===== src/rtl/frame_sampler_if.sv =====
// Control and strobe bundle for frame_sampler: start/stop/mode/period in,
// registered sample/ch/addr/run/frame_done out.
interface frame_sampler_if #(
  parameter int N     = 16,
  parameter int CH    = 1,
  parameter int DIV_W = 16
);
  localparam int CH_W   = (CH > 1) ? $clog2(CH) : 1;
  localparam int ADDR_W = $clog2(N);

  logic              start;
  logic              stop;
  logic              mode;
  logic [DIV_W-1:0]  period;
  logic              sample;
  logic [CH_W-1:0]   ch;
  logic [ADDR_W-1:0] addr;
  logic              run;
  logic              frame_done;

  modport master (
    output start, stop, mode, period,
    input  sample, ch, addr, run, frame_done
  );

  modport slave (
    input  start, stop, mode, period,
    output sample, ch, addr, run, frame_done
  );
endinterface


===== src/rtl/frame_sampler.sv =====
// Frame sampler: every P cycles strobes CH channels for one sample index,
// stepping through N indices per frame, one-shot or continuous.
module frame_sampler #(
  parameter int N              = 16,
  parameter int CH             = 1,
  parameter int DIV_W          = 16,
  parameter int DEFAULT_PERIOD = 13333
) (
  input  logic          clk,
  input  logic          rst,
  frame_sampler_if.slave bus
);
  localparam int CH_W   = (CH > 1) ? $clog2(CH) : 1;
  localparam int ADDR_W = $clog2(N);

  localparam logic [CH_W-1:0]   CH_LAST   = CH_W'(CH - 1);
  localparam logic [ADDR_W-1:0] ADDR_LAST = ADDR_W'(N - 1);
  localparam logic [DIV_W-1:0]  P_MIN     = DIV_W'(CH);

  typedef enum logic [1:0] {IDLE, BURST, WAIT} state_e;

  state_e            state_q, state_d;
  logic [DIV_W-1:0]  period_q, period_d;
  logic [DIV_W-1:0]  cnt_q, cnt_d;
  logic [CH_W-1:0]   ch_q, ch_d;
  logic [ADDR_W-1:0] addr_q, addr_d;
  logic              sample_q, sample_d;
  logic              run_q, run_d;
  logic              frame_done_q, frame_done_d;

  logic [DIV_W-1:0]  p_eff;
  logic [DIV_W-1:0]  cnt_inc;

  // cnt_q counts cycles since the current burst's first cycle; it stays below P.
  always_comb begin
    // NOTE: every always_comb output gets a default first so no path can infer a latch.
    state_d  = state_q;
    period_d = period_q;
    cnt_d    = cnt_q;
    ch_d     = ch_q;
    addr_d   = addr_q;
    sample_d = 1'b0;

    p_eff   = (bus.period < P_MIN) ? P_MIN : bus.period;
    cnt_inc = cnt_q + DIV_W'(1);

    unique case (state_q)
      IDLE: begin
        cnt_d  = '0;
        ch_d   = '0;
        addr_d = '0;
      end
      BURST: begin
        cnt_d = cnt_inc;
        if (ch_q != CH_LAST) begin
          ch_d     = ch_q + CH_W'(1);
          sample_d = 1'b1;
        end else if (frame_done_q && !bus.mode) begin
          state_d = IDLE;
          cnt_d   = '0;
          ch_d    = '0;
          addr_d  = '0;
        end else begin
          ch_d   = '0;
          addr_d = addr_q + ADDR_W'(1);
          // P == CH: next burst follows immediately, no WAIT cycle.
          if (cnt_inc == period_q) begin
            cnt_d    = '0;
            sample_d = 1'b1;
          end else begin
            state_d = WAIT;
          end
        end
      end
      WAIT: begin
        if (cnt_inc == period_q) begin
          state_d  = BURST;
          cnt_d    = '0;
          sample_d = 1'b1;
        end else begin
          cnt_d = cnt_inc;
        end
      end
      default: state_d = IDLE;
    endcase

    // stop outranks start; start from any state (re)launches a frame.
    if (bus.stop) begin
      state_d  = IDLE;
      cnt_d    = '0;
      ch_d     = '0;
      addr_d   = '0;
      sample_d = 1'b0;
    end else if (bus.start) begin
      state_d  = BURST;
      period_d = p_eff;
      cnt_d    = '0;
      ch_d     = '0;
      addr_d   = '0;
      sample_d = 1'b1;
    end

    run_d        = (state_d != IDLE);
    frame_done_d = sample_d && (ch_d == CH_LAST) && (addr_d == ADDR_LAST);
  end

  always_ff @(posedge clk or posedge rst) begin
    if (rst) begin
      state_q      <= IDLE;
      period_q     <= DIV_W'(DEFAULT_PERIOD);
      cnt_q        <= '0;
      ch_q         <= '0;
      addr_q       <= '0;
      sample_q     <= 1'b0;
      run_q        <= 1'b0;
      frame_done_q <= 1'b0;
    end else begin
      // NOTE: non-blocking updates so every flop samples the pre-edge values.
      state_q      <= state_d;
      period_q     <= period_d;
      cnt_q        <= cnt_d;
      ch_q         <= ch_d;
      addr_q       <= addr_d;
      sample_q     <= sample_d;
      run_q        <= run_d;
      frame_done_q <= frame_done_d;
    end
  end

  assign bus.sample     = sample_q;
  assign bus.ch         = ch_q;
  assign bus.addr       = addr_q;
  assign bus.run        = run_q;
  assign bus.frame_done = frame_done_q;
endmodule


===== src/flat_wrapper.sv =====
// flat-port wrapper written by rule: the top's interface ports become plain ports
module frame_sampler_flat 
#(
  parameter int N              = 16,
  parameter int CH             = 1,
  parameter int DIV_W          = 16,
  parameter int DEFAULT_PERIOD = 13333
)
  (clk, rst, bus_start, bus_stop, bus_mode, bus_period, bus_sample, bus_ch, bus_addr, bus_run, bus_frame_done);
  frame_sampler_if #(.N(N), .CH(CH), .DIV_W(DIV_W)) bus_i ();
  input  logic clk;
  input  logic rst;
  input wire logic [$bits(bus_i.start)-1:0] bus_start;
  input wire logic [$bits(bus_i.stop)-1:0] bus_stop;
  input wire logic [$bits(bus_i.mode)-1:0] bus_mode;
  input wire logic [$bits(bus_i.period)-1:0] bus_period;
  output wire logic [$bits(bus_i.sample)-1:0] bus_sample;
  output wire logic [$bits(bus_i.ch)-1:0] bus_ch;
  output wire logic [$bits(bus_i.addr)-1:0] bus_addr;
  output wire logic [$bits(bus_i.run)-1:0] bus_run;
  output wire logic [$bits(bus_i.frame_done)-1:0] bus_frame_done;
  assign bus_i.start = bus_start;
  assign bus_i.stop = bus_stop;
  assign bus_i.mode = bus_mode;
  assign bus_i.period = bus_period;
  assign bus_sample = bus_i.sample;
  assign bus_ch = bus_i.ch;
  assign bus_addr = bus_i.addr;
  assign bus_run = bus_i.run;
  assign bus_frame_done = bus_i.frame_done;
  frame_sampler #(.N(N), .CH(CH), .DIV_W(DIV_W), .DEFAULT_PERIOD(DEFAULT_PERIOD)) u_core (.clk(clk), .rst(rst), .bus(bus_i));
endmodule

===== config.mk =====
export PLATFORM = sky130hd
export DESIGN_NAME = frame_sampler_flat
export DESIGN_NICKNAME = d
export VERILOG_FILES = /design/src/rtl/frame_sampler_if.sv /design/src/rtl/frame_sampler.sv /design/src/flat_wrapper.sv
export SDC_FILE = /design/constraint.sdc
export NUM_CORES = 1
export LEC_CHECK = 0
export ABC_AREA = 0
export CORE_ASPECT_RATIO = 0.5
export CORE_MARGIN = 3
export CORE_UTILIZATION = 57
export CTS_CLUSTER_SIZE = 12
export DETAILED_ROUTE_END_ITERATION = 10
export GPL_ROUTABILITY_DRIVEN = 1
export PLACE_DENSITY = 0.8
export SLEW_MARGIN = 20
export SYNTH_ARGS = -nofsm -noshare
export SYNTH_HDL_FRONTEND = slang
export SYNTH_SLANG_ARGS = --single-unit

===== constraint.sdc =====
create_clock -name clk -period 3.9 [get_ports clk]
set_input_delay 0.78 -clock clk [delete_from_list [all_inputs] [get_ports clk]]
set_output_delay 0.78 -clock clk [all_outputs]
set_load 0.01 [all_outputs]

# ---- Yosys cells after proc, flatten, opt, wreduce, memory -nomap -nowiden
# Cells that the tools add are included.
dict set report word_totals {
  out_inout_bits 8
  in_bits 21
  elab_cells 55
  register_bits 42
}
dict set report classes {
  mux 29
  bitwise_logic 2
  magnitude_cmp 1
  n_eq_ne 4
  add_sub_neg 3
  n_reduce_logical 8
}
# operator n
set ops {}
lappend ops {{$mux W16} 6}
lappend ops {{$pmux W16 S3} 1}
lappend ops {{$add A16 B1 Y16 const B} 1}
lappend ops {{$eq A16 B16 Y1} 1}
lappend ops {{$lt A16 B1 Y1 const B} 1}
lappend ops {{$mux W4} 4}
lappend ops {{$mux W2} 6}
lappend ops {{$mux W1} 8}
lappend ops {{$pmux W4 S2} 1}
lappend ops {{$pmux W2 S3} 1}
lappend ops {{$reduce_bool A5 Y1} 1}
lappend ops {{$add A4 B1 Y4 const B} 1}
lappend ops {{$eq A4 B4 Y1 const B} 1}
lappend ops {{$pmux W1 S2} 2}
lappend ops {{$logic_and A1 B1 Y1} 3}
lappend ops {{$eq A2 B1 Y1 const B} 1}
lappend ops {{$eq A2 B2 Y1 const B} 1}
lappend ops {{$logic_not A2 Y1} 1}
lappend ops {{$not A1 Y1} 2}
lappend ops {{$reduce_and A2 Y1} 1}
lappend ops {{$reduce_bool A2 Y1} 1}
lappend ops {{$add A1 B1 Y1 const B} 1}
lappend ops {{$logic_not A1 Y1} 1}

# ---- Depth between registers and ports, before layout
# Gate-level depths: netlist (run 1).
dict set report logic_depth {
  ltp_word 10
  depth_mapped 11
  ltp_nobuf 9
}

# ---- Worst setup path after synthesis (run 1)
# Ideal clock, no wire load.
dict set report synth_path {
  kind {register to register}
  startpoint {register u_core.cnt_q[0]}
  endpoint {register u_core.run_q, in the netlist u_core.bus.run}
  stages_incl_launch_ff 11
  period_less_slack_ns 2.811
  required_ns 3.780
  t_arrival_ns 2.692
  path_slack_ns 1.089
  setup_time_ns 0.120
  n_path_buf 1
  path_cell_list {dfrtp_1 ha_1 nand3_1 or4_4 buf_6 nor4_2 a311o_1 nand2_1 or3_4 o2bb2ai_1 a31o_1}
}
dict set report synth_via {
  elab_chain_len 9
  word_cells_on_any_way 10
  classes_between {add/sub (1); eq/ne (1); mux (7); reduce/logical (1)}
}
# item line_no
set synth_rtl {}
lappend synth_rtl {{from (decl)} frame_sampler.sv:24} ;# logic [DIV_W-1:0] cnt_q, cnt_d;
lappend synth_rtl {{from (signal assigned)} frame_sampler.sv:121} ;# cnt_q <= cnt_d;
lappend synth_rtl {{$add A16 B1 Y16 (*)} frame_sampler.sv:45} ;# cnt_inc = cnt_q + DIV_W'(1);
lappend synth_rtl {{$eq A16 B16 Y1 (*)} {frame_sampler.sv:67, frame_sampler.sv:76}}
lappend synth_rtl {{$mux W2} frame_sampler.sv:67} ;# if (cnt_inc == period_q) begin
lappend synth_rtl {{$mux W2} frame_sampler.sv:58} ;# end else if (frame_done_q && !bus.mode) begin
lappend synth_rtl {{$mux W2} frame_sampler.sv:55} ;# if (ch_q != CH_LAST) begin
lappend synth_rtl {{$pmux W2 S3 (*)} frame_sampler.sv:47} ;# unique case (state_q)
lappend synth_rtl {{$mux W2 (*)} frame_sampler.sv:94} ;# end else if (bus.start) begin
lappend synth_rtl {{$mux W2 (*)} frame_sampler.sv:88} ;# if (bus.stop) begin
lappend synth_rtl {{$reduce_bool A2 Y1 (*)} frame_sampler.sv:103} ;# run_d = (state_d != IDLE);
lappend synth_rtl {{via u_core.run_d} frame_sampler.sv:28} ;# logic run_q, run_d;
lappend synth_rtl {{to (signal assigned)} frame_sampler.sv:125} ;# run_q <= run_d;
lappend synth_rtl {{to (decl)} frame_sampler.sv:28}
# The timed path passes the listed nets; every way through them passes the cells marked *.
# A chain may end at the register's enable or synchronous reset.

# ---- Worst setup path in the final report (run 1)
dict set report layout_path {
  startpoint {register u_core.cnt_q[0]}
  endpoint {register u_core.cnt_q[2]}
}
dict set report layout_via {
  elab_chain_len 8
}
# item line_no
set layout_rtl {}
lappend layout_rtl {{$add A16 B1 Y16 (*)} frame_sampler.sv:45}
lappend layout_rtl {{$eq A16 B16 Y1} {frame_sampler.sv:67, frame_sampler.sv:76}}
lappend layout_rtl {{$mux W16} {frame_sampler.sv:67, frame_sampler.sv:76}}
lappend layout_rtl {{$mux W16} frame_sampler.sv:58}
lappend layout_rtl {{$mux W16} frame_sampler.sv:55}
lappend layout_rtl {{$pmux W16 S3 (*)} frame_sampler.sv:47}
lappend layout_rtl {{$mux W16 (*)} frame_sampler.sv:94}
lappend layout_rtl {{$mux W16 (*)} frame_sampler.sv:88}
# Every way passes the cells marked *; elsewhere a longest branch is shown, timed or not.

==> metrics.md, run 1 <==
| Metric | Value |
|---|---|
| CTS root buffer | `clkbuf_8` |
| Seq/Total Area, Yosys | `0.395` |
| Largest net degree at the start of global routing | `43` |
| Cells after synthesis | `272` |
| Area grow syn2layout | `14.2%` |
| GP Congestion | `0.892` |
| Synthesized area | `0.00268 sq mm` |
| Slew @ Worst Pin | `0.992 ns` |
| Non-Filler Instances | `351` |
| Largest area contributor in the netlist | `dfrtp_1` |
| Antenna-violating nets left | `0` |
| Die height | `54.5 microns` |
| Max clock buf depth | `2` |
| Wire per inst | `between 15 and 20 microns` |
| Reg2reg setup slack | `0.77 ns` |
| Post-cts hold buffer count | `0` |
| Fmax | `319 MHz` |
| H-tree lvl count | `2` |
| CTS sink count | `42` |
| Nets | `roughly 320` |
| CP Data Required Time | `4.12 ns` |
| First-pass detailed-route iteration total | `4` |
| Share of synthesized registers carrying an async set or reset | `1.00` |
| Crit path DAT | `approximately 3.4 ns` |
| Final Slew Violations | `0` |
| Layout cells sized above 1 | `0.155` |
| Rows | `16` |
| Maximum vdd drop | `0.000231 V` |
| Leakage | `1.24 nW` |
| Crit end category | `flop` |
| Drt total wl | `5.68 mm` |
| Synth Net Count | `299` |
| Vias per cell | `6.21` |
| Initial DRC count | `122` |
| Initial antenna violation count | `0` |
| Ys Warns | `0` |
| Cts repair resizes | `0` |
| Commonest cells post-synth | `dfrtp_1 (36), nand2_1 (21), nor2_1 (18)` |
| First-pass GRT wire length | `9.38 mm` |
| Clock Pin Slew Worst Setup and Hold Paths | `0.08 ns` |
| Register bit total from synthesis | `42` |
| Most common cell in the synthesized netlist | `dfrtp_1` |
| Synth area leaders | `dfrtp_1 (34%), mux2_2 (6.3%), dfstp_2 (5.9%), xnor2_1 (3.9%), nand2_1 (2.9%)` |
| Fin crit share | `0.803` |
| Hold Fails Final Rpt | `0` |
| Slew HR | `0.333` |
| Syn avg cell area | `a little under 10 sq um` |
| Status | `complete, no violations` |
| Die width | `103 microns` |
| Total gr overflow | `0` |
| Final HPWL DP | `4.19 mm` |
| Postcts setup bufs | `0` |
| Max Cap Viol | `0` |
| CTS tree | `yes` |
| Vias | `2,181` |
| Top-area cell type share of the netlist area | `0.336` |
| Util after Layout | `0.728` |
| Clock Skew | `0.00481 ns` |
| Gr usage total | `0.220` |
| Post-synth cell types | `64` |
| Cts bufs inserted | `5` |
| Vias in the first global route | `between 1,500 and 2,000` |
| Total power divided by cell area | `between 300 and 400 mW/mm^2` |
| CP max FO | `22` |
| Hold/Removal Path Class | `reg2reg` |
| Clk Latency, worst-skew pair | `around 0.3 ns` |
| Top_reg_cell synth | `dfrtp_1` |
| Startpoint types | `flop` |
| Unrepaired setup endpoints after global routing | `no` |
| DRC | `0` |
| Die area | `0.00561 sq mm` |
| Placed Cells | `343` |
| Final setup fails | `0` |
| Critical path class | `reg2reg` |
| Initial Utilization | `0.637` |
| I/O Pins | `29` |
| Port bufs | `28` |
| Worst hold slack | `0.495 ns` |
| Worst slack, placed | `0.807 ns` |
| Setup ws final | `between 0.7 and 0.8 ns` |
| Setup TNS | `0 ns` |
| Min Tclk post-route | `3.13 ns` |
| Area of the core | `0.00420 sq mm` |
| EDFF count, synth | `0` |
| Antenna cells | `0` |
## report_power, final
group | switching, mW | internal, mW | total, mW
registers | 0.0283 | 0.467 | 0.496
logic | 0.0567 | 0.0750 | 0.132
clock network | 0.153 | 0.142 | 0.295
total | 0.238 | 0.685 | 0.922
## stage by stage
| stage | instance area [sq um] | power, mW |
|---|---|---|
| 2_1_floorplan | 2680 | 0.583 |
| 3_3_place_gp | 2970 | 0.629 |
| 3_5_place_dp | 2970 | 0.635 |
| 4_1_cts | 3060 | 0.927 |
| 5_1_grt | 3060 | 0.962 |
| 6_report | 3060 | 0.922 |
## flip-flops by register name (all words and copies together) (netlist names)
signal and count:
u_core.state_q 2, u_core.bus.sample 1, u_core.bus.frame_done 1, u_core.period_q 16, u_core.cnt_q 16, u_core.bus.run 1, u_core.bus.addr 4, u_core.bus.ch 1
## per-layer routing
metal,vias to the layer above,track usage,part of all wire,routed length [microns]
li1,1055,-,-,-
met1,1041,0.312,0.49,2790
met2,81,0.355,0.42,2410
met3,4,0.0471,0.080,454
met4,0,0.0387,0.0046,26
met5,-,0,0,0
## critical path: stages (launching register included)
cell and delay, ns:
dfrtp_1 0.46, ha_1 0.33, nand3_1 0.22, or4_4 0.60
mux2_4 0.32, a311o_1 0.34, nand4_2 0.16, nand2_4 0.20
or2_1 0.28, a31oi_1 0.15
## final cells by class
type / count / area, sq um
inverters: 7 / 26.3
clock buffers: 6 / 82.6
well taps: 54 / 67.6
clock inverters: 2 / 12.5
flip-flops and latches: 42 / 1060
repair buffers: 30 / 295
fillers: 315 / 1140
multi-input cells: 210 / 1520
## cell families (layout without fill, tap and decap cells)
| kind of cell | count (synthesis) | in the layout | share of synthesized area |
|---|---|---|---|
| compound gates | 59 | 59 | 0.154 |
| xor+xnor | 21 | 21 | 0.0738 |
| fa+ha+maj | 6 | 6 | 0.0280 |
| buf+inv | 20 | 45 | 0.0383 |
| flops | 42 | 42 | 0.395 |
| mux | 19 | 19 | 0.0799 |
| simple gates | 105 | 105 | 0.231 |
## path summary, 6_finish.rpt
path	cells past startpoint	from	end
setup / recovery	9	u_core.cnt_q[0]$_DFFE_PP0P_	u_core.cnt_q[2]$_DFFE_PP0P_
hold / removal	2	u_core.period_q[0]$_DFFE_PP1P_	u_core.period_q[0]$_DFFE_PP1P_
setup reg to reg	9	u_core.cnt_q[0]$_DFFE_PP0P_	u_core.cnt_q[2]$_DFFE_PP0P_
hold reg to reg	2	u_core.period_q[0]$_DFFE_PP1P_	u_core.period_q[0]$_DFFE_PP1P_
max in group asynchronous	3	rst	u_core.period_q[10]$_DFFE_PP1P_
min in group asynchronous	3	rst	u_core.bus.addr[2]$_DFF_PP0_
## cells in the final DEF (no fill, tap or decap), types with 3 or more instances in the layout
cell,synthesis,layout
nor3_1,9,9
o21ai_0,10,10
nand3_1,6,6
nand3b_1,3,3
nand2b_1,4,4
o21ai_1,7,7
mux2i_1,3,3
xor2_1,8,8
mux2_2,15,15
a21oi_1,7,7
nor2_1,18,18
dfrtp_1,36,36
dfstp_2,6,6
a31oi_1,4,4
nand4_1,6,6
and2_1,5,5
o2bb2ai_1,3,3
a211o_1,3,3
o31ai_1,3,3
xnor2_1,12,12
clkdlybuf4s50_1,0,28
nand2_1,21,21
a21o_1,5,5
nor4_1,5,5
and3_1,6,6
inv_1,7,7
clkbuf_8,0,6
ha_1,6,6
Note: power is estimated with default switching activity, not from simulation.
==> run 2, diff against run 1 <==
clock period = 3.1 ns   (was 3.9 ns; I/O delays follow)
==> run 2 against run 1 <==
Routed wire length is 4.8% higher. Power is 32% higher. Sequential power rose by 26%. Die area unchanged. Combinational power increased by 27%. Maximum frequency up 7.4%. Clock skew grew 0.0025 ns. Highest routed layer unchanged.
==> metrics.md, run 2 (synthesis results as in run 1) <==
| Metric | Value |
|---|---|
| Status | `complete, no violations (unchanged)` |
| Clock Pin Slew Worst Setup and Hold Paths | `0.08 ns (about the same)` |
| GP Congestion | `0.855 (was 0.892)` |
| Layout cells sized above 1 | `0.168 (was 0.155)` |
| Post-cts hold buffer count | `0 (unchanged)` |
| Total gr overflow | `0 (unchanged)` |
| Critical R2R Capture | `u_core.cnt_q[12]$_DFFE_PP0P_ (was u_core.cnt_q[2]$_DFFE_PP0P_)` |
| Met1 Use GR | `0.314 (was 0.312)` |
| Gr usage total | `0.237 (was 0.220)` |
| Hold Fails Final Rpt | `0 (unchanged)` |
| Vias in the first global route | `2,155 (was 1,977)` |
| Cts bufs inserted | `5 (unchanged)` |
| I/O Pins | `29 (unchanged)` |
| CTS tree | `yes (unchanged)` |
| Worst slack, placed | `0.238 ns (was 0.807 ns)` |
| Leakage | `1.28 nW (was 1.24 nW)` |
| Vias | `2,216 (was 2,181)` |
| Area of the core | `0.00420 sq mm (unchanged)` |
| Die height | `54.5 microns (unchanged)` |
| Initial DRC count | `82 (was 122)` |
| First-pass GRT wire length | `9.98 mm (was 9.38 mm)` |
| Final setup fails | `0 (unchanged)` |
| Worst hold slack | `0.507 ns (was 0.495 ns)` |
| Reg2reg setup slack | `0.18 ns (was 0.77 ns)` |
| Flop pwr share | `0.512 (was 0.537)` |
| Cts repair resizes | `0 (unchanged)` |
| Slowest CP cell | `dfrtp_1 (was or4_4)` |
| Total power divided by cell area | `391 mW/mm^2 (was 301 mW/mm^2)` |
| Die width | `103 microns (unchanged)` |
| Design area | `0.00312 sq mm (was 0.00306 sq mm)` |
| Min Tclk post-route | `2.92 ns (was 3.13 ns)` |
| Cell family with most CP delay | `simple AND/OR/NAND/NOR gates (unchanged)` |
| Critical path class | `reg2reg (unchanged)` |
| CP cell instances | `ha_1 > buf_4 > and3_1 > nand2_1 > or3_1 > a21boi_0 > nand4_2 > nand2_4 > nor2_1 > a211o_1 (was ha_1 > nand3_1 > or4_4 > mux2_4 > a311o_1 > nand4_2 > nand2_4 > or2_1 > a31oi_1)` |
| Crit path DAT | `3.10 ns (was 3.36 ns)` |
| Final Slew Violations | `0 (unchanged)` |
| Clock Skew | `0.00736 ns (was 0.00481 ns)` |
| CP max FO | `22 (unchanged)` |
| Crit end category | `flop (unchanged)` |
| Commonest non-fill, non-tap cells in the layout | `dfrtp_1 (36), clkdlybuf4s50_1 (28), nand2_1 (21), nor2_1 (18), mux2_2 (15) (unchanged)` |
| Fmax | `343 MHz (was 319 MHz)` |
| Setup ws final | `0.184 ns (was 0.769 ns)` |
| Initial antenna violation count | `0 (unchanged)` |
| Fin crit share | `0.941 (was 0.803)` |
| CTS sink count | `42 (unchanged)` |
| GR peak layer | `met2 (unchanged)` |
| CTS root buffer | `clkbuf_8 (unchanged)` |
| Hold/Removal Path Class | `reg2reg (unchanged)` |
| DRC | `0 (unchanged)` |
| Nets | `329 (was 323)` |
| Filler Cells Inserted | `322 (was 315)` |
| Reg2Reg Launch Point | `u_core.cnt_q[0]$_DFFE_PP0P_ (unchanged)` |
| Max incr delay on CP | `0.47 ns (was 0.60 ns)` |
| Clk Latency, worst-skew pair | `0.29 ns (was 0.30 ns)` |
| CP bufs+invs | `1 (was 0)` |
| Final HPWL DP | `4.47 mm (was 4.19 mm)` |
| Slew HR | `0.664 (was 0.333)` |
| Startpoint types | `flop (unchanged)` |
| Area of the multi-input gates | `0.00152 sq mm (unchanged)` |
| Worst R2R Path Depth | `10 (was 9)` |
| Commonest non-fill, non-tap cell in the layout | `dfrtp_1 (unchanged)` |
| First-pass detailed-route iteration total | `6 (was 4)` |
| CP Data Required Time | `3.28 ns (was 4.12 ns)` |
| Largest net degree at the start of global routing | `43 (unchanged)` |
| Met2 global-route usage | `0.390 (was 0.355)` |
| Vias per cell | `6.21 (about the same)` |
| Placed inst area | `0.00301 sq mm (was 0.00297 sq mm)` |
| Initial Utilization | `0.637 (unchanged)` |
| Hold Crit Depth | `2 (unchanged)` |
| Setup TNS | `0 ns (unchanged)` |
| NetSw | `0.299 mW (was 0.238 mW)` |
| Antenna cells | `0 (unchanged)` |
| Postcts setup bufs | `0 (unchanged)` |
| Wire per inst | `16.7 microns (was 16.2 microns)` |
| HP Start | `u_core.period_q[0]$_DFFE_PP1P_ (unchanged)` |
| Rows | `16 (unchanged)` |
| Clk pwr share | `0.351 (was 0.320)` |
| Max clock buf depth | `2 (unchanged)` |
| Slew @ Worst Pin | `0.499 ns (was 0.992 ns)` |
| Antenna-violating nets left | `0 (unchanged)` |
| Maximum vdd drop | `0.000231 V (about the same)` |
| Port bufs | `28 (unchanged)` |
| Drt total wl | `5.95 mm (was 5.68 mm)` |
| Area grow syn2layout | `16.5% (was 14.2%)` |
| Max Cap Viol | `0 (unchanged)` |
| Sequential Area | `0.00106 sq mm (unchanged)` |
| Met3 Track Usage GR | `0.0649 (was 0.0471)` |
| H-tree lvl count | `2 (unchanged)` |
| Sw frac | `0.244 (was 0.258)` |
| Hold EP | `u_core.period_q[0]$_DFFE_PP1P_ (unchanged)` |
| Comb power frac | `0.137 (was 0.143)` |
| Unrepaired setup endpoints after global routing | `no (unchanged)` |
| Int Pwr | `0.923 mW (was 0.685 mW)` |
| Die area | `0.00561 sq mm (unchanged)` |
## run 2: worst max-delay path by stage
stage                                start                           end  slack [ns]  cells past startpoint
2_1_floorplan  u_core.cnt_q[0]$_DFFE_PP0P_      u_core.bus.run$_DFF_PP0_        0.29                     10
3_3_place_gp   u_core.cnt_q[0]$_DFFE_PP0P_   u_core.cnt_q[2]$_DFFE_PP0P_        0.36                      9
3_5_place_dp   u_core.cnt_q[2]$_DFFE_PP0P_  u_core.cnt_q[12]$_DFFE_PP0P_        0.24                      8
4_1_cts        u_core.cnt_q[0]$_DFFE_PP0P_  u_core.cnt_q[12]$_DFFE_PP0P_        0.22                     10
5_1_grt        u_core.cnt_q[2]$_DFFE_PP0P_  u_core.cnt_q[12]$_DFFE_PP0P_        0.04                      8
6_report       u_core.cnt_q[0]$_DFFE_PP0P_  u_core.cnt_q[12]$_DFFE_PP0P_        0.18                     10
## run 2: worst register-to-register path, delay by kind of cell (launching register included)
family	cells	cell delay, ns
flops	1	0.47
simple gates	6	1.43
buf+inv	1	0.15
fa+ha+maj	1	0.21
compound gates	2	0.54
## run 2: metrics by stage
stage | total power, mW | util | std cells
6_report | 1.22 | 0.742 | 357
5_1_grt | 1.28 | 0.742 | 357
4_1_cts | 1.23 | 0.742 | 357
3_5_place_dp | 0.800 | 0.716 | 349
3_3_place_gp | 0.793 | 0.716 | 349
2_1_floorplan | 0.733 | - | 272
## run 2: area by class of cell
type	count	share of cell area
Multi-Input combinational cell	210	0.486
Sequential cell	42	0.339
Timing Repair Buffer	36	0.109
Clock buffer	6	0.0233
Tap cell	54	0.0217
Clock inverter	2	0.0120
Inverter	7	0.00842
## run 2: routing by layer
metal	share of wire	up-vias
li1	-	1063
met1	0.46	1063
met2	0.43	79
met3	0.091	11
met4	0.012	0
met5	0	-
## run 2: power groups by stage
stage               logic (mW)  registers (mW)  clock network, mW
global route             0.185           0.628              0.463
floorplan                0.115           0.618                  0
finish                   0.168           0.625              0.429
global placement         0.162           0.631                  0
CTS                      0.169           0.623              0.439
detailed placement       0.167           0.633                  0
==> variant 1 (config.mk and constraints of run 2) <==
`N` is set to 16 in 3 places; all go to 32.
--- a/src/rtl/frame_sampler_if.sv
+++ b/src/rtl/frame_sampler_if.sv
@@ -3,3 +3,3 @@
 interface frame_sampler_if #(
-  parameter int N     = 16,
+  parameter int N     = 32,
   parameter int CH    = 1,
--- a/src/rtl/frame_sampler.sv
+++ b/src/rtl/frame_sampler.sv
@@ -3,3 +3,3 @@
 module frame_sampler #(
-  parameter int N              = 16,
+  parameter int N              = 32,
   parameter int CH             = 1,
--- a/src/flat_wrapper.sv
+++ b/src/flat_wrapper.sv
@@ -3,3 +3,3 @@
 #(
-  parameter int N              = 16,
+  parameter int N              = 32,
   parameter int CH             = 1,
Interface: changed (resized bus_addr); port bits go from 29 to 30. The function was not compared with the original's and may differ.
==> variant 1 against run 2 <==
Final cell count is 18% higher; routed wire length is 24% higher; total power is 1.5% higher; synthesized area is 4.4% higher; via count is 19% higher; clock skew is 0.0022 ns lower; first-iteration DRC count grew to 2.8 times the old value; maximum frequency is 0.59% lower; sequential cell count is 1 higher; global-route usage is 1.7 points higher; setup slack worse by 0.017 ns; worst hold slack worse by 0.0086 ns; final area is 7.3% higher; utilization is 0.67 points lower.
==> variant 1: results (changes against run 2) <==
- Slew margin rel.: 63.32% (-3.1 points)
- Post-place instance area: 3214 um^2 (+6.8%)
- Gp weighted congestion: 0.9294 (+8.7%)
- Syn Nets: 346 (+16%)
- Count leader, synth: dfrtp_1
- Synth warn: 0 (unchanged)
- Status: finished clean
- Place WS: 0.1182 ns (-0.1199 ns)
- CTS Buf Count: 5 (unchanged)
- CP Max Fanout: 14 (-36%)
- Vias: 2640 (+19%)
- Routed WL: 7.386 mm (+24%)
- Total GRT Usage: 25.42% (+1.7 points)
- Max-cap viol count: 0 (unchanged)
- Crit path max-delay cell type: or4_1
- CP arrival: 3.11 ns (about the same)
- Proportion of layout cells with a drive suffix above 1: 15.73% (-1.1 points)
- Synth unique cells: 57 (-11%)
- Largest net degree at the start of global routing: 44 (+2.3%)
- First-pass GRT wire length: 11.81 mm (+18%)
- Synth top cells by count: dfrtp_1 (37), nand2_1 (28), inv_1 (23), a21oi_1 (20), o21ai_0 (18)
- DP Cell Count: 414 (+19%)
- Antenna violations before repair: 0 (unchanged)
- H-tree Lvls: 2 (unchanged)
- DRT Pass-1 Iters: 5 (-1)
- Detailed Place HPWL: 5.398 mm (+21%)
- IO Port Bufs: 29 (+3.6%)
- 1st-iter DRT viols: 227 (+180%)
- Sw frac: 27.58% (+3.1 points)
- Root Buffer Master: clkbuf_8
- Leakage Power: 1.272 nW (-0.49%)
- Register area share after synthesis: 38.73% (-0.78 points)
- Final Net Count: 383 (+16%)
- Min-Delay Path Class: reg -> reg
- # Post-CTS Setup Buffers: 0 (unchanged)
- Syn avg cell area: 8.770 um^2 (-11%)
- Clk Latency, worst-skew pair: 0.29 ns (about the same)
- VDD IR-drop max: 0.2323 mV (+0.44%)
- Vias in the first global route: 2456 (+14%)
- N_diodes: 0 (unchanged)
- Deepest clock path buffer count: 2 (unchanged)
- Vias per cell: 6.256 (+0.78%)
- Worst stage delay on the critical path: 0.59 ns (+0.12 ns)
- CTS-repair resized insts: 0 (unchanged)
- Synth area leaders: dfrtp_1 (33%), mux2_2 (6.0%), dfstp_2 (5.6%)
- Layout Skew: 0.005166 ns (-0.002198 ns)
==> variant 1: cells by family (layout without fill, tap and decap cells) <==
family	Yosys count	count (layout)	synth area share, %
flops	43	43	38.73
xor+xnor	19	19	5.948
mux	16	16	6.395
fa+ha+maj	6	6	2.683
compound gates	84	84	19.59
buf+inv	38	75	5.546
simple gates	113	113	21.11
==> variant 1: layer usage <==
metal	up-vias	routed length (um)	global-route usage, %
met5	-	0	0
met4	0	113	6.729
met3	20	723	6.651
met2	133	3321	39.47
met1	1246	3228	35.50
li1	1241	-	-
==> variant 1: layout make-up <==
cell class	instances	area [um^2]
clock buffers	6	82.58
clock inverters	1	5.005
fillers	391	1204
inverters	23	86.33
multi-input cells	238	1598
flip-flops and latches	43	1084
well taps	66	82.58
repair buffers	45	410.4
==> variant 1: power groups by stage <==
stage                     registers, mW  clock network, mW  logic, mW
after floorplan                   0.640                  0      0.152
after global placement            0.650                  0      0.221
after detailed placement          0.653                  0      0.231
after CTS                         0.642              0.366      0.232
after global routing              0.647              0.393      0.263
final                             0.644              0.357      0.239
==> variant 1: final timing paths <==
check	startpoint	endpoint	slack (ns)	cells past startpoint
worst max-delay path	u_core.cnt_q[1]$_DFFE_PP0P_	u_core.bus.run$_DFF_PP0_	0.17	9
worst min-delay path	u_core.period_q[0]$_DFFE_PP1P_	u_core.period_q[0]$_DFFE_PP1P_	0.50	2
worst max register to register	u_core.cnt_q[1]$_DFFE_PP0P_	u_core.bus.run$_DFF_PP0_	0.17	9
worst min register to register	u_core.period_q[0]$_DFFE_PP1P_	u_core.period_q[0]$_DFFE_PP1P_	0.50	2
max in group asynchronous	rst	u_core.period_q[10]$_DFFE_PP1P_	1.93	3
min in group asynchronous	rst	u_core.bus.addr[0]$_DFF_PP0_	0.78	3
==> variant 2 (flow settings as in run 2) <==
Made on the original files. `addr_q` no longer has a reset.
--- a/src/rtl/frame_sampler.sv
+++ b/src/rtl/frame_sampler.sv
@@ -112,3 +112,2 @@
       ch_q         <= '0;
-      addr_q       <= '0;
       sample_q     <= 1'b0;
@@ -122,3 +121,2 @@
       ch_q         <= ch_d;
-      addr_q       <= addr_d;
       sample_q     <= sample_d;
@@ -127,2 +125,6 @@
     end
+  end
+
+  always_ff @(posedge clk) begin
+    addr_q <= addr_d;
   end
Check against the original RTL: differs if rst is asserted again (counterexample within 4 cycles, from zero or initial values and one cycle with rst high); with rst held inactive, the same outputs for 10 cycles.
==> variant 2 against run 2 <==
Setup slack improved by 0.077 ns; synthesized cell count rose by 10%; total power rose by 4.7%; routed wire length rose by 7.4%; clock power rose by 5.1%; sequential cell count did not move; die area rose by 2.1%; global-route usage fell by 0.27 points; final area rose by 1.8%; synthesized area rose by 2.2%; largest power group unchanged.
==> variant 2: results (changes against run 2) <==
- Routed WL: 6.389 mm (+7.4%)
- # Post-CTS Setup Buffers: 0 (unchanged)
- First-pass GRT wire length: 10.32 mm (+3.5%)
- CTS Buf Count: 5 (unchanged)
- Adder-Cell Fraction of Synth Area: 2.741% (-0.061 points)
- Clk slew on worst S/H paths: 0.08 ns (about the same)
- CP arrival: 3.04 ns (-0.06 ns)
- Min-Delay Path Class: reg -> reg
- Syn avg cell area: 9.130 um^2 (-7.3%)
- Asr flop ratio synth: 90.48% (-9.5 points)
- Antenna violations before repair: 0 (unchanged)
- Vias per cell: 6.026 (-2.9%)
- Post-synthesis compound-gate area fraction: 13.57% (-1.8 points)
- Post-synthesis mux area share: 6.533% (-1.5 points)
- Syn Nets: 327 (+9.4%)
- DP Cell Count: 382 (+9.5%)
- XOR/XNOR share of the synthesized area: 7.355% (-0.025 points)
- Clk Latency, worst-skew pair: 0.30 ns
- Deepest clock path buffer count: 2 (unchanged)
- Largest net degree at the start of global routing: 39 (-9.3%)
- Synth area leaders: dfrtp_1 (29%), mux2_2 (6.2%), dfstp_2 (5.8%)
- N_diodes: 0 (unchanged)
- IO Port Bufs: 28 (unchanged)
- Drt wl/cell: 16.42 um (-1.4%)
- Layout Skew: 0.005380 ns (-0.001985 ns)
- Worst stage delay on the critical path: 0.46 ns
- CTS-repair resized insts: 0 (unchanged)
- Gp weighted congestion: 0.9132 (+6.8%)
- Root Buffer Master: clkbuf_8
- Synth top cells by count: dfrtp_1 (32), nand2_1 (29), nor3_1 (18), xnor2_1 (16)
- Detailed Place HPWL: 4.717 mm (+5.6%)
- VDD IR-drop max: 0.3677 mV (+59%)
- Slew at the pin with the worst max-slew slack: 0.5160 ns (+0.01691 ns)
- DRT Pass-1 Iters: 4 (-2)
- Proportion of layout cells with a drive suffix above 1: 14.55% (-2.3 points)
- Status: finished clean
- 1st-iter DRT viols: 124 (+51%)
- Synth unique cells: 58 (-9.4%)
- Register area share after synthesis: 37.92% (-1.6 points)
- Synth Flop Type: dfrtp_1
- Vias in the first global route: 2220 (+3.0%)
- Fraction of synthesized cell area taken by the top area cell type: 29.24% (-4.4 points)
- Final Net Count: 350 (+6.4%)
- H-tree Lvls: 2 (unchanged)
- Total GRT Usage: 23.42% (-0.27 points)
- CP Max Fanout: 27 (+23%)
- Synth warn: 0 (unchanged)
- Leakage Power: 1.322 nW (+3.5%)
- Crit path max-delay cell type: dfrtp_1
## variant 2: critical path: cells and delay by family, from the launching register on
kind	cells	cell delay (ns)
buf+inv	1	0.19
fa+ha+maj	1	0.36
xor+xnor	1	0.23
simple gates	4	1.00
flops	1	0.46
compound gates	3	0.48
## variant 2: final cells by class
| cell class | instances | area, um^2 |
|---|---|---|
| fillers | 376 | 1334 |
| well taps | 66 | 82.58 |
| clock buffers | 6 | 82.58 |
| repair buffers | 33 | 330.3 |
| flip-flops and latches | 42 | 1039 |
| multi-input cells | 232 | 1578 |
| inverters | 9 | 33.78 |
| clock inverters | 1 | 30.03 |
## variant 2: stage by stage
| stage | setup WS, ns | instance area, um^2 |
|---|---|---|
| 6_report | 0.2609 | 3176 |
| 4_1_cts | 0.2909 | 3176 |
| 2_1_floorplan | 0.6202 | 2739 |
| 3_3_place_gp | 0.4243 | 3063 |
| 3_5_place_dp | 0.3039 | 3063 |
| 5_1_grt | 0.1013 | 3176 |
## variant 2: cell families (layout without fill, tap and decap cells)
group / Yosys count / in the layout
muxes: 16 / 16
DFF: 42 / 42
AOI/OAI and AO/OA: 61 / 61
xor gates and xnor gates: 23 / 23
buffers and inverters: 26 / 49
adders and majority gates: 6 / 6
and+or+nand+nor: 126 / 126
## variant 2: report_power, final
| part | internal [mW] | switching (mW) | leakage (nW) |
|---|---|---|---|
| clock | 0.258 | 0.193 | 0.0573 |
| sequential | 0.589 | 0.0346 | 0.518 |
| combinational | 0.107 | 0.0970 | 0.747 |
## variant 2: metal layers
| metal | up-vias | track usage, % | share of wire (%) | routed length (um) |
|---|---|---|---|---|
| li1 | 1117 | - | - | - |
| met1 | 1102 | 30.44 | 47 | 2985 |
| met2 | 113 | 38.39 | 42 | 2710 |
| met3 | 12 | 6.952 | 9.8 | 629 |
| met4 | 0 | 8.168 | 0.99 | 63 |
| met5 | - | 0 | 0 | 0 |
## variant 2: final timing paths
| check | slack (ns) | depth (start not counted) | end | startpoint |
|---|---|---|---|---|
| worst max-delay path | 0.26 | 10 | u_core.cnt_q[9]$_DFFE_PP0P_ | u_core.cnt_q[0]$_DFFE_PP0P_ |
| worst min-delay path | 0.50 | 2 | u_core.period_q[0]$_DFFE_PP1P_ | u_core.period_q[0]$_DFFE_PP1P_ |
| worst max register to register | 0.26 | 10 | u_core.cnt_q[9]$_DFFE_PP0P_ | u_core.cnt_q[0]$_DFFE_PP0P_ |
| max in group asynchronous | 2.01 | 3 | u_core.period_q[10]$_DFFE_PP1P_ | rst |
| worst min register to register | 0.50 | 2 | u_core.period_q[0]$_DFFE_PP1P_ | u_core.period_q[0]$_DFFE_PP1P_ |
| min in group asynchronous | 0.72 | 3 | u_core.bus.frame_done$_DFF_PP0_ | rst |
